### config.mk
export PLATFORM = sky130hd
export DESIGN_NAME = dma_stream_ctrl_flat
export DESIGN_NICKNAME = d
export VERILOG_FILES = /design/src/rtl/dma_stream_ctrl_if.sv /design/src/rtl/dma_stream_ctrl.sv /design/src/flat_wrapper.sv
export SDC_FILE = /design/constraint.sdc
export NUM_CORES = 2
export LEC_CHECK = 0
export CAP_MARGIN = 10
export CORE_MARGIN = 2
export CORE_UTILIZATION = 66
export DETAILED_ROUTE_END_ITERATION = 16
export MAX_ROUTING_LAYER = met4
export PLACE_DENSITY = 0.84
export SLEW_MARGIN = 10
export SYNTH_ARGS = -nofsm -noshare
export SYNTH_HDL_FRONTEND = slang
export SYNTH_SLANG_ARGS = --single-unit
### constraint.sdc
create_clock -name pl_clk -period 22.2 [get_ports pl_clk]
set_clock_uncertainty 0.05 [all_clocks]
set_input_delay 3.33 -clock pl_clk [delete_from_list [all_inputs] [get_ports pl_clk]]
set_output_delay 3.33 -clock pl_clk [all_outputs]
set_load 0.005 [all_outputs]
### src/rtl/dma_stream_ctrl_if.sv
// AXI-Stream link from the DMA streaming controller to the PL DMA engine.
interface dma_stream_ctrl_if #(
    parameter int DATA_W = 32
);
    logic [DATA_W-1:0]   m_tdata;
    logic [DATA_W/8-1:0] m_tkeep;
    logic                m_tlast;
    logic                m_tvalid;
    logic                m_tready;

    modport master (output m_tdata, m_tkeep, m_tlast, m_tvalid, input m_tready);
    modport slave  (input m_tdata, m_tkeep, m_tlast, m_tvalid, output m_tready);
endinterface

### src/rtl/dma_stream_ctrl.sv
// DMA streaming controller: buffers wide CPU-side words in a FIFO, splits each
// into DATA_W-bit beats LSB-first and emits framed AXI-Stream packets
// (pad preamble, payload, TLAST) with clean abort framing and status counters.
module dma_stream_ctrl #(
    parameter int                DATA_W         = 32,
    parameter int                RATIO          = 4,
    parameter int                DEPTH_LOG2     = 4,
    parameter int                CNT_W          = 16,
    parameter int                PREAMBLE_BEATS = 8,
    parameter logic [DATA_W-1:0] PAD_WORD       = 32'hFEFEFEFE
) (
    input  logic                    pl_clk,
    input  logic                    nreset,
    input  logic                    fifo_reset,
    input  logic                    dma_start,
    input  logic [CNT_W-1:0]        pkt_len,
    input  logic [DATA_W*RATIO-1:0] dma_in,
    input  logic                    dma_we,
    output logic                    dma_writable,
    dma_stream_ctrl_if.master       axis,
    output logic [DEPTH_LOG2:0]     fifo_level,
    output logic                    overflow,
    output logic [CNT_W-1:0]        beats_sent,
    output logic [2:0]              state
);

    localparam int IN_W  = DATA_W * RATIO;
    localparam int DEPTH = 2 ** DEPTH_LOG2;
    localparam int SUB_W = (RATIO > 1) ? $clog2(RATIO) : 1;

    typedef enum logic [2:0] {
        IDLE  = 3'd0,
        PRE   = 3'd1,
        DATA  = 3'd2,
        ABORT = 3'd3,
        DONE  = 3'd4
    } state_t;

    // FIFO storage and bookkeeping
    logic [IN_W-1:0]              mem [DEPTH];
    logic [DEPTH_LOG2-1:0]        wr_ptr;
    logic [DEPTH_LOG2-1:0]        rd_ptr;
    logic [DEPTH_LOG2:0]          level_q;
    logic                         overflow_q;
    logic                         full;
    logic                         empty;
    logic                         wr_en;
    logic                         pop;
    logic [RATIO-1:0][DATA_W-1:0] head_beats;

    // Packet control
    state_t                       state_q;
    state_t                       state_d;
    logic [CNT_W-1:0]             len_q;
    logic [CNT_W-1:0]             loaded_cnt;
    logic [CNT_W-1:0]             pre_cnt;
    logic [CNT_W-1:0]             sent_q;
    logic [SUB_W-1:0]             sub_idx;

    // Output register and next-beat controls
    logic                         out_valid;
    logic                         out_last;
    logic                         out_payload;
    logic [DATA_W-1:0]            out_data;
    logic                         ld;
    logic [DATA_W-1:0]            ld_data;
    logic                         ld_last;
    logic                         ld_payload;
    logic                         start_pkt;
    logic                         enter_abort;
    logic                         slot_free;
    logic                         tail_pending;
    logic                         abort_req;

    // Full is judged before any pop in the same cycle, so a write into a full
    // FIFO is dropped even when the reader frees a slot on that edge.
    assign full       = (level_q == (DEPTH_LOG2 + 1)'(DEPTH));
    assign empty      = (level_q == '0);
    assign wr_en      = dma_we && !full && !fifo_reset;
    assign head_beats = mem[rd_ptr];

    // The output slot can take a new beat when empty or being handshaken now.
    assign slot_free    = !out_valid || axis.m_tready;
    assign tail_pending = out_valid && out_last;
    assign abort_req    = !dma_start || fifo_reset;

    // Next-state and beat-load decisions
    always_comb begin
        // NOTE: every output of this block gets a default first, so no path
        // leaves a value unassigned and no latch is inferred.
        state_d     = state_q;
        ld          = 1'b0;
        ld_data     = PAD_WORD;
        ld_last     = 1'b0;
        ld_payload  = 1'b0;
        pop         = 1'b0;
        start_pkt   = 1'b0;
        enter_abort = 1'b0;
        case (state_q)
            IDLE: begin
                if (dma_start && !empty && !fifo_reset) begin
                    start_pkt = 1'b1;
                    state_d   = (PREAMBLE_BEATS == 0) ? DATA : PRE;
                end
            end
            PRE: begin
                if (abort_req) begin
                    state_d     = ABORT;
                    enter_abort = 1'b1;
                end else if (slot_free) begin
                    ld = 1'b1;
                    if (pre_cnt == CNT_W'(PREAMBLE_BEATS - 1)) state_d = DATA;
                end
            end
            DATA: begin
                // A loaded TLAST beat always finishes the packet normally.
                if (tail_pending) begin
                    if (axis.m_tready) state_d = DONE;
                end else if (abort_req) begin
                    state_d     = ABORT;
                    enter_abort = 1'b1;
                end else if (slot_free && !empty) begin
                    ld         = 1'b1;
                    ld_data    = head_beats[sub_idx];
                    ld_payload = 1'b1;
                    ld_last    = (loaded_cnt == len_q - CNT_W'(1));
                    pop        = (sub_idx == SUB_W'(RATIO - 1));
                end
            end
            ABORT: begin
                if (tail_pending) begin
                    if (axis.m_tready) state_d = DONE;
                end else if (slot_free) begin
                    ld      = 1'b1;
                    ld_last = 1'b1;
                end
            end
            DONE: begin
                if (!dma_start) state_d = IDLE;
            end
            default: state_d = IDLE;
        endcase
    end

    // FSM state register
    always_ff @(posedge pl_clk or negedge nreset) begin
        // NOTE: sequential state uses non-blocking assignments so every register
        // samples pre-edge values regardless of block ordering.
        if (!nreset) state_q <= IDLE;
        else         state_q <= state_d;
    end

    // Packet length, preamble/payload counters and sub-beat index
    always_ff @(posedge pl_clk or negedge nreset) begin
        if (!nreset) begin
            len_q      <= '0;
            loaded_cnt <= '0;
            pre_cnt    <= '0;
            sent_q     <= '0;
            sub_idx    <= '0;
        end else begin
            if (start_pkt) begin
                len_q      <= pkt_len;
                loaded_cnt <= '0;
                pre_cnt    <= '0;
                sent_q     <= '0;
            end else begin
                if (ld && state_q == PRE) pre_cnt <= pre_cnt + CNT_W'(1);
                if (ld && ld_payload) loaded_cnt <= loaded_cnt + CNT_W'(1);
                if (out_valid && axis.m_tready && out_payload) sent_q <= sent_q + CNT_W'(1);
            end
            // An aborted word restarts from its first beat on the next packet.
            if (start_pkt || enter_abort || fifo_reset) sub_idx <= '0;
            else if (ld && ld_payload) sub_idx <= pop ? '0 : sub_idx + SUB_W'(1);
        end
    end

    // Registered AXI-Stream output; held while valid and not accepted
    always_ff @(posedge pl_clk or negedge nreset) begin
        if (!nreset) begin
            out_valid   <= 1'b0;
            out_last    <= 1'b0;
            out_payload <= 1'b0;
            out_data    <= PAD_WORD;
        end else if (ld) begin
            out_valid   <= 1'b1;
            out_last    <= ld_last;
            out_payload <= ld_payload;
            out_data    <= ld_data;
        end else if (out_valid && axis.m_tready) begin
            out_valid   <= 1'b0;
            out_last    <= 1'b0;
            out_payload <= 1'b0;
        end
    end

    // FIFO pointers, occupancy and sticky overflow
    always_ff @(posedge pl_clk or negedge nreset) begin
        if (!nreset) begin
            wr_ptr     <= '0;
            rd_ptr     <= '0;
            level_q    <= '0;
            overflow_q <= 1'b0;
        end else if (fifo_reset) begin
            wr_ptr     <= '0;
            rd_ptr     <= '0;
            level_q    <= '0;
            overflow_q <= 1'b0;
        end else begin
            if (wr_en) wr_ptr <= wr_ptr + DEPTH_LOG2'(1);
            if (pop)   rd_ptr <= rd_ptr + DEPTH_LOG2'(1);
            level_q <= level_q + (DEPTH_LOG2 + 1)'(wr_en) - (DEPTH_LOG2 + 1)'(pop);
            if (dma_we && full) overflow_q <= 1'b1;
        end
    end

    // FIFO word storage
    always_ff @(posedge pl_clk) begin
        // NOTE: the storage array has no reset; occupancy tracking guarantees
        // no slot is read before it has been written.
        if (wr_en) mem[wr_ptr] <= dma_in;
    end

    assign axis.m_tdata  = out_data;
    assign axis.m_tkeep  = '1;
    assign axis.m_tlast  = out_last;
    assign axis.m_tvalid = out_valid;
    assign dma_writable  = !full;
    assign fifo_level    = level_q;
    assign overflow      = overflow_q;
    assign beats_sent    = sent_q;
    assign state         = state_q;

endmodule

### src/flat_wrapper.sv
// flat-port wrapper written by rule: the top's interface ports become plain ports
module dma_stream_ctrl_flat 
#(
    parameter int                DATA_W         = 32,
    parameter int                RATIO          = 4,
    parameter int                DEPTH_LOG2     = 4,
    parameter int                CNT_W          = 16,
    parameter int                PREAMBLE_BEATS = 8,
    parameter logic [DATA_W-1:0] PAD_WORD       = 32'hFEFEFEFE
)
  (pl_clk, nreset, fifo_reset, dma_start, pkt_len, dma_in, dma_we, dma_writable, fifo_level, overflow, beats_sent, state, axis_m_tdata, axis_m_tkeep, axis_m_tlast, axis_m_tvalid, axis_m_tready);
  dma_stream_ctrl_if #(.DATA_W(DATA_W)) axis_i ();
  input  logic pl_clk;
  input  logic nreset;
  input  logic fifo_reset;
  input  logic dma_start;
  input  logic [CNT_W-1:0] pkt_len;
  input  logic [DATA_W*RATIO-1:0] dma_in;
  input  logic dma_we;
  output logic dma_writable;
  output logic [DEPTH_LOG2:0] fifo_level;
  output logic overflow;
  output logic [CNT_W-1:0] beats_sent;
  output logic [2:0] state;
  output wire logic [$bits(axis_i.m_tdata)-1:0] axis_m_tdata;
  output wire logic [$bits(axis_i.m_tkeep)-1:0] axis_m_tkeep;
  output wire logic [$bits(axis_i.m_tlast)-1:0] axis_m_tlast;
  output wire logic [$bits(axis_i.m_tvalid)-1:0] axis_m_tvalid;
  input wire logic [$bits(axis_i.m_tready)-1:0] axis_m_tready;
  assign axis_m_tdata = axis_i.m_tdata;
  assign axis_m_tkeep = axis_i.m_tkeep;
  assign axis_m_tlast = axis_i.m_tlast;
  assign axis_m_tvalid = axis_i.m_tvalid;
  assign axis_i.m_tready = axis_m_tready;
  dma_stream_ctrl #(.DATA_W(DATA_W), .RATIO(RATIO), .DEPTH_LOG2(DEPTH_LOG2), .CNT_W(CNT_W), .PREAMBLE_BEATS(PREAMBLE_BEATS), .PAD_WORD(PAD_WORD)) u_core (.pl_clk(pl_clk), .nreset(nreset), .fifo_reset(fifo_reset), .dma_start(dma_start), .pkt_len(pkt_len), .dma_in(dma_in), .dma_we(dma_we), .dma_writable(dma_writable), .axis(axis_i), .fifo_level(fifo_level), .overflow(overflow), .beats_sent(beats_sent), .state(state));
endmodule
== Yosys cells after proc, flatten, opt, wreduce, memory -nomap -nowiden ==
Memories as Yosys holds them, arrays and structs flattened.
Index checks and enable logic that the tools add are counted.

* Register bits after elaboration: 118
* Bits in writable memories: 2,048
* Input bits: 150
* Word-level logic and storage cells: 129
* Memories kept: 1

* Add/subtract/negate cells: 9
* Magnitude comparators: 1
* Equality and inequality tests: 14
* Multiplexer cells: 59
* Reduce and logical (&&, ||, !) cells: 31

{| class="wikitable"
|+ Memories
! name !! depth !! width !! read ports !! clocked after Yosys merged registers in !! wr ports !! line !! source
|-
| u_core.mem || 16 || 128 || 1 || 0 || 1 || dma_stream_ctrl.sv:40 || <nowiki>logic [IN_W-1:0] mem [DEPTH];</nowiki>
|}

{| class="wikitable"
|+ Operator list
! operator !! number
|-
| 32-bit two-way mux || 5
|-
| 16-bit two-way mux || 6
|-
| 32-bit binary-select mux with 2-bit select || 1
|-
| 16-bit by 1-bit adder with 16-bit output (second input constant) || 3
|-
| 3-bit two-way mux || 9
|-
| 1-bit two-way mux || 26
|-
| 16-bit == test || 1
|-
| 16-bit by 3-bit == test with 1-bit output (second input constant) || 1
|-
| 4-bit two-way mux || 4
|-
| 2-bit nonzero test || 8
|-
| 16-bit by 1-bit subtractor with 16-bit output (second input constant) || 1
|-
| 3-bit one-hot mux with 5 select lines || 1
|-
| 1-bit logical AND || 11
|-
| 3-bit by 1-bit inequality test with 1-bit output (second input constant) || 3
|-
| 4-bit by 1-bit adder with 4-bit output (second input constant) || 2
|-
| 3-bit by 2-bit == test with 1-bit output (second input constant) || 2
|-
| 2-bit two-way mux || 3
|-
| 6-bit AND reduction || 1
|-
| 5-bit by 1-bit adder with 5-bit output || 1
|-
| 5-bit == test (second input constant) || 1
|-
| 1-bit zero test || 5
|-
| 5-bit zero test || 1
|-
| 5-bit two-way mux || 1
|-
| 5-bit by 1-bit subtractor with 5-bit output || 1
|-
| 11 further kinds || 16
|}

== Depth between registers and ports, before layout ==
* Depth in word-level cells: 10
* Mapped depth: 17

== Worst setup path before layout ==
No wires, ideal clock.

* Path type: input to register
* Start: input fifo_reset
* End: memory u_core.mem[0][0] (netlist name), enable pin
* Arrival: 12.661 ns
* Required time: 21.378 ns
* Slack: 8.717 ns
* Stages on the path: 5
* Path buffers: 1
* Path through: buf_2 -> or2_2 -> inv_1 -> nand2_1 -> nor3_1

* Word-level cells in the longest chain between the ends: 4

{| class="wikitable"
|+ RTL lines
! element !! line !! source
|-
| start: declaration || flat_wrapper.sv:15 || <nowiki>input logic fifo_reset;</nowiki>
|-
| 1-bit zero test || dma_stream_ctrl.sv:79 || <nowiki>assign wr_en = dma_we && !full && !fifo_reset;</nowiki>
|-
| 1-bit logical AND || dma_stream_ctrl.sv:79 ||
|-
| 1-bit two-way mux || dma_stream_ctrl.sv:221 || <nowiki>if (wr_en) mem[wr_ptr] <= dma_in;</nowiki>
|-
| 1-bit two-way mux (not written as such) || dma_stream_ctrl.sv:221 ||
|-
| end: declaration || dma_stream_ctrl.sv:40 ||
|}

No other way between the ends.

== Worst setup path after layout ==
* Start: input dma_we
* End: memory u_core.mem[7][56] (netlist name), enable pin

* Word-level cells in the longest chain between the ends: 4

{| class="wikitable"
|+ RTL lines
! element !! line !! source
|-
| start: declaration || flat_wrapper.sv:19 || <nowiki>input logic dma_we;</nowiki>
|-
| 1-bit logical AND (2 in series) || dma_stream_ctrl.sv:79 ||
|-
| 1-bit two-way mux || dma_stream_ctrl.sv:221 ||
|-
| 1-bit two-way mux (not written as such) || dma_stream_ctrl.sv:221 ||
|}

No other way between the ends.

==> impl_metrics.sql <==
INSERT INTO impl_metrics (metric_group, metric, value, unit) VALUES
('status', 'outcome', 'complete, no violations', ''),
('sta', 'rsz0062_at_grt', 'no', ''),
('synth', 'syn_avg_cell_area', '21.7', 'um2'),
('power', 'p_switching', '1.96', 'mW'),
('route', 'detailroute.via_count', '44836', ''),
('power', 'p_total', '8.71', 'mW'),
('final_layout', 'multi_input_gate_area', '18400', 'um2'),
('place', 'place.detailed.hpwl', '112000', 'um'),
('worst_setup_path', 'slowest_delay', '950', 'ps'),
('job', 'drv_cap', '0', ''),
('die', 'die_h', '361', 'um'),
('synth', 'synth.cell_area', '84000', 'um2'),
('power', 'seq_power_share', '0.539', ''),
('die', 'ios', '214', ''),
('final_layout', 'final_core_utilization', '0.750', ''),
('worst_hold_path', 'hp_class', 'flop to flop', ''),
('grt', 'antenna_found_initial', '27', ''),
('place', 'numPortBuffers', '209', ''),
('worst_setup_path', 'worstPathArrival', '7750', 'ps'),
('sta', 'tightest_slew', '1400', 'ps'),
('route', 'drt-total-wl', '232000', 'um'),
('final_layout', 'layout.filler_cells', '6127', ''),
('route', 'first_pass_iters', '6', ''),
('clock_network', 'cts_sinks', '2166', ''),
('route', 'drtIter0Drc', '7724', ''),
('sta', 'final-max-slew-violation-count', '0', ''),
('final_layout', 'layout.cells.most_common_list', 'sky130_fd_sc_hd__edfxtp_1, sky130_fd_sc_hd__mux4_2, sky130_fd_sc_hd__clkdlybuf4s50_1, sky130_fd_sc_hd__clkbuf_16', ''),
('final_layout', 'final_nets', '4329', ''),
('final_layout', 'layout_cells_sized_above_1', '0.230', ''),
('synth', 'yosys_warnings', '0', ''),
('worst_setup_path', 'crit_path_start_kind', 'input port', ''),
('clock_network', 'worst_skew_pair_latency', '840', 'ps'),
('die', 'die_w', '361', 'um'),
('die', 'std_cell_rows', '130', ''),
('clock_network', 'tritoncts.num_buffers', '201', ''),
('grt', 'grt_max_degree', '147', ''),
('clock_network', 'cts-root-buf', 'sky130_fd_sc_hd__clkbuf_16', ''),
('power', 'leakagePower', '29.3', 'nW'),
('worst_setup_path', 'critical_path_buf_inv_count', '4', ''),
('die', 'floorplan.core_area', '126000', 'um2'),
('power', 'power.internal', '6.75', 'mW'),
('route', 'antenna_nets_post_route', '0', ''),
('final_layout', 'layout.cells.non_filler', '6010', ''),
('power', 'ir_worst_vdd', '0.0980', 'mV'),
('grt', 'vias_in_the_first_global_route', '44916', ''),
('worst_setup_path', 'kind_of_cell_adding_the_most_delay_to_the_critical_path', 'buffers and inverters', ''),
('synth', 'synth_top_flop_cell', 'sky130_fd_sc_hd__edfxtp_1', ''),
('grt', 'globalRouteOverflowTotal', '0', ''),
('synth', 'synth_edf_count', '2048', ''),
('synth', 'synthCells', '3881', ''),
('synth', 'synthDistinctLibCells', '76', ''),
('synth', 'yosysTopAreaCellShare', '0.732', ''),
('clock_network', 'ctsHtreeMaxLevel', '4', ''),
('worst_setup_path', 'worstSetupEndpointType', 'flop', ''),
('worst_setup_path', 'critical_path_peak_fanout', '59', ''),
('clock_network', 'cts_buffer_depth', '3', ''),
('sta', 'max_freq', '136', 'MHz'),
('synth', 'ys_seq_elements', '2166', ''),
('clock_network', 'clk_pin_slew', '60', 'ps'),
('worst_setup_path', 'critPathSlowestCell', 'sky130_fd_sc_hd__buf_4', ''),
('synth', 'synth.largest_area_cell', 'sky130_fd_sc_hd__edfxtp_1', ''),
('sta', 'final_report_setup_violation_count', '0', ''),
('sta', 'report.final.hold_viol_count', '0', ''),
('synth', 'synth.area.top_cells', 'sky130_fd_sc_hd__edfxtp_1, sky130_fd_sc_hd__mux4_2, sky130_fd_sc_hd__dfrtp_1', ''),
('sta', 'slew-limit-headroom', '0.0678', ''),
('die', 'starting_density_of_the_core', '0.667', ''),
('synth', 'synth.yosys.seq_area_share', '0.767', ''),
('grt', 'grt_util_all_layers', '0.370', ''),
('clock_network', 'cts.hold.buffers_added', '0', ''),
('power', 'swShare', '0.225', ''),
('final_layout', 'seqCellArea', '64500', 'um2');
==> cell type report <==
cell class,instances,area share
Antenna cell,31,0.000820
Inverter,26,0.00111
Tap cell,1650,0.0218
Clock inverter,113,0.0127
Timing Repair Buffer,282,0.0296
Multi-Input combinational cell,1485,0.195
Sequential cell,2166,0.682
Clock buffer,257,0.0570
==> power groups by stage <==
stage | clock, mW | combinational (mW) | sequential, mW
final | 3.52 | 0.496 | 4.70
after global routing | 3.65 | 0.526 | 4.70
after CTS | 3.52 | 0.488 | 4.69
after detailed placement | 0 | 0.476 | 4.77
after global placement | 0 | 0.458 | 4.76
after floorplan | 0 | 0.243 | 4.73
==> worst register-to-register path, stage by stage, from the launching register on <==
cell and delay, ps:
sky130_fd_sc_hd__dfrtp_4 820, sky130_fd_sc_hd__buf_4 770, sky130_fd_sc_hd__buf_4 960, sky130_fd_sc_hd__buf_4 880, sky130_fd_sc_hd__mux4_2 490, sky130_fd_sc_hd__mux4_2 540, sky130_fd_sc_hd__a22oi_1 520, sky130_fd_sc_hd__a21oi_1 200
==> final timing paths <==
path	start	to	slack [ps]	depth (start not counted)
max	dma_we	u_core.mem[7][56]	14870	8
min	u_core.axis.m_tdata[10]	u_core.axis.m_tdata[10]	460	2
max reg2reg	u_core.rd_ptr[1]	u_core.axis.m_tdata[3]	16890	7
min reg2reg	u_core.axis.m_tdata[10]	u_core.axis.m_tdata[10]	460	2
max in group asynchronous	nreset	u_core.sub_idx[1]	18260	2
min in group asynchronous	nreset	u_core.beats_sent[10]	2420	1
==> synthesized netlist by cell type (16+ instances only) <==
cell type,number
sky130_fd_sc_hd__nand4_1,24
sky130_fd_sc_hd__xor2_1,32
sky130_fd_sc_hd__a21oi_1,75
sky130_fd_sc_hd__clkbuf_1,62
sky130_fd_sc_hd__edfxtp_1,2048
sky130_fd_sc_hd__buf_4,42
sky130_fd_sc_hd__buf_2,73
sky130_fd_sc_hd__a22oi_1,50
sky130_fd_sc_hd__mux4_2,532
sky130_fd_sc_hd__ha_1,16
sky130_fd_sc_hd__nor2_1,124
sky130_fd_sc_hd__mux2i_1,113
sky130_fd_sc_hd__nor3_1,26
sky130_fd_sc_hd__buf_6,20
sky130_fd_sc_hd__xnor2_1,33
sky130_fd_sc_hd__nand2_1,104
sky130_fd_sc_hd__nand3_1,49
sky130_fd_sc_hd__o22ai_1,25
sky130_fd_sc_hd__a211oi_1,21
sky130_fd_sc_hd__nor2b_1,16
sky130_fd_sc_hd__a31oi_1,16
sky130_fd_sc_hd__dfrtp_1,90
sky130_fd_sc_hd__mux2_2,30
sky130_fd_sc_hd__inv_1,26
sky130_fd_sc_hd__o21ai_0,48
sky130_fd_sc_hd__dfstp_2,28
==> routing by layer <==
metal / vias to the layer above / wire [um] / share of wire / track usage
met5: - / 0 / 0 / -
met3: 793 / 26500 / 0.11 / 0.0840
met4: 0 / 13100 / 0.057 / 0.179
met1: 23081 / 75200 / 0.32 / 0.457
met2: 4154 / 117000 / 0.51 / 0.589
li1: 16808 / - / - / -
==> sequential cells by signal, summed over array words and instances, names as in the netlist <==
signal                flops
u_core.mem             2048
u_core.axis.m_tdata      32
u_core.beats_sent        16
u_core.len_q             16
u_core.loaded_cnt        16
u_core.pre_cnt           16
u_core.fifo_level         5
u_core.rd_ptr             4
u_core.wr_ptr             4
u_core.state              3
u_core.sub_idx            2
u_core.axis.m_tlast       1
u_core.axis.m_tvalid      1
u_core.out_payload        1
u_core.overflow           1
==> kinds of logic after synthesis <==
family	count (synthesis)	synth area share
other	1	0.0000446
buffers and inverters	233	0.0152
multiplexers	675	0.160
AND/OR/NAND/NOR	419	0.0240
XOR/XNOR	65	0.00677
adder cells (fa/ha/maj)	17	0.00262
AO/OA/AOI/OAI	305	0.0241
flip-flops	2166	0.767
==> per-stage QoR <==
| stage | instance area [um2] | hold WS (ps) | setup slack (ps) |
|---|---|---|---|
| floorplan | 84100 | 423 | 8720 |
| global placement | 87900 | 440 | 14230 |
| detailed placement | 87900 | 443 | 14110 |
| CTS | 94500 | 467 | 14930 |
| global route | 94600 | 483 | 14710 |
| finish | 94600 | 461 | 14870 |
No activity file was read; power rests on OpenSTA's default activity.
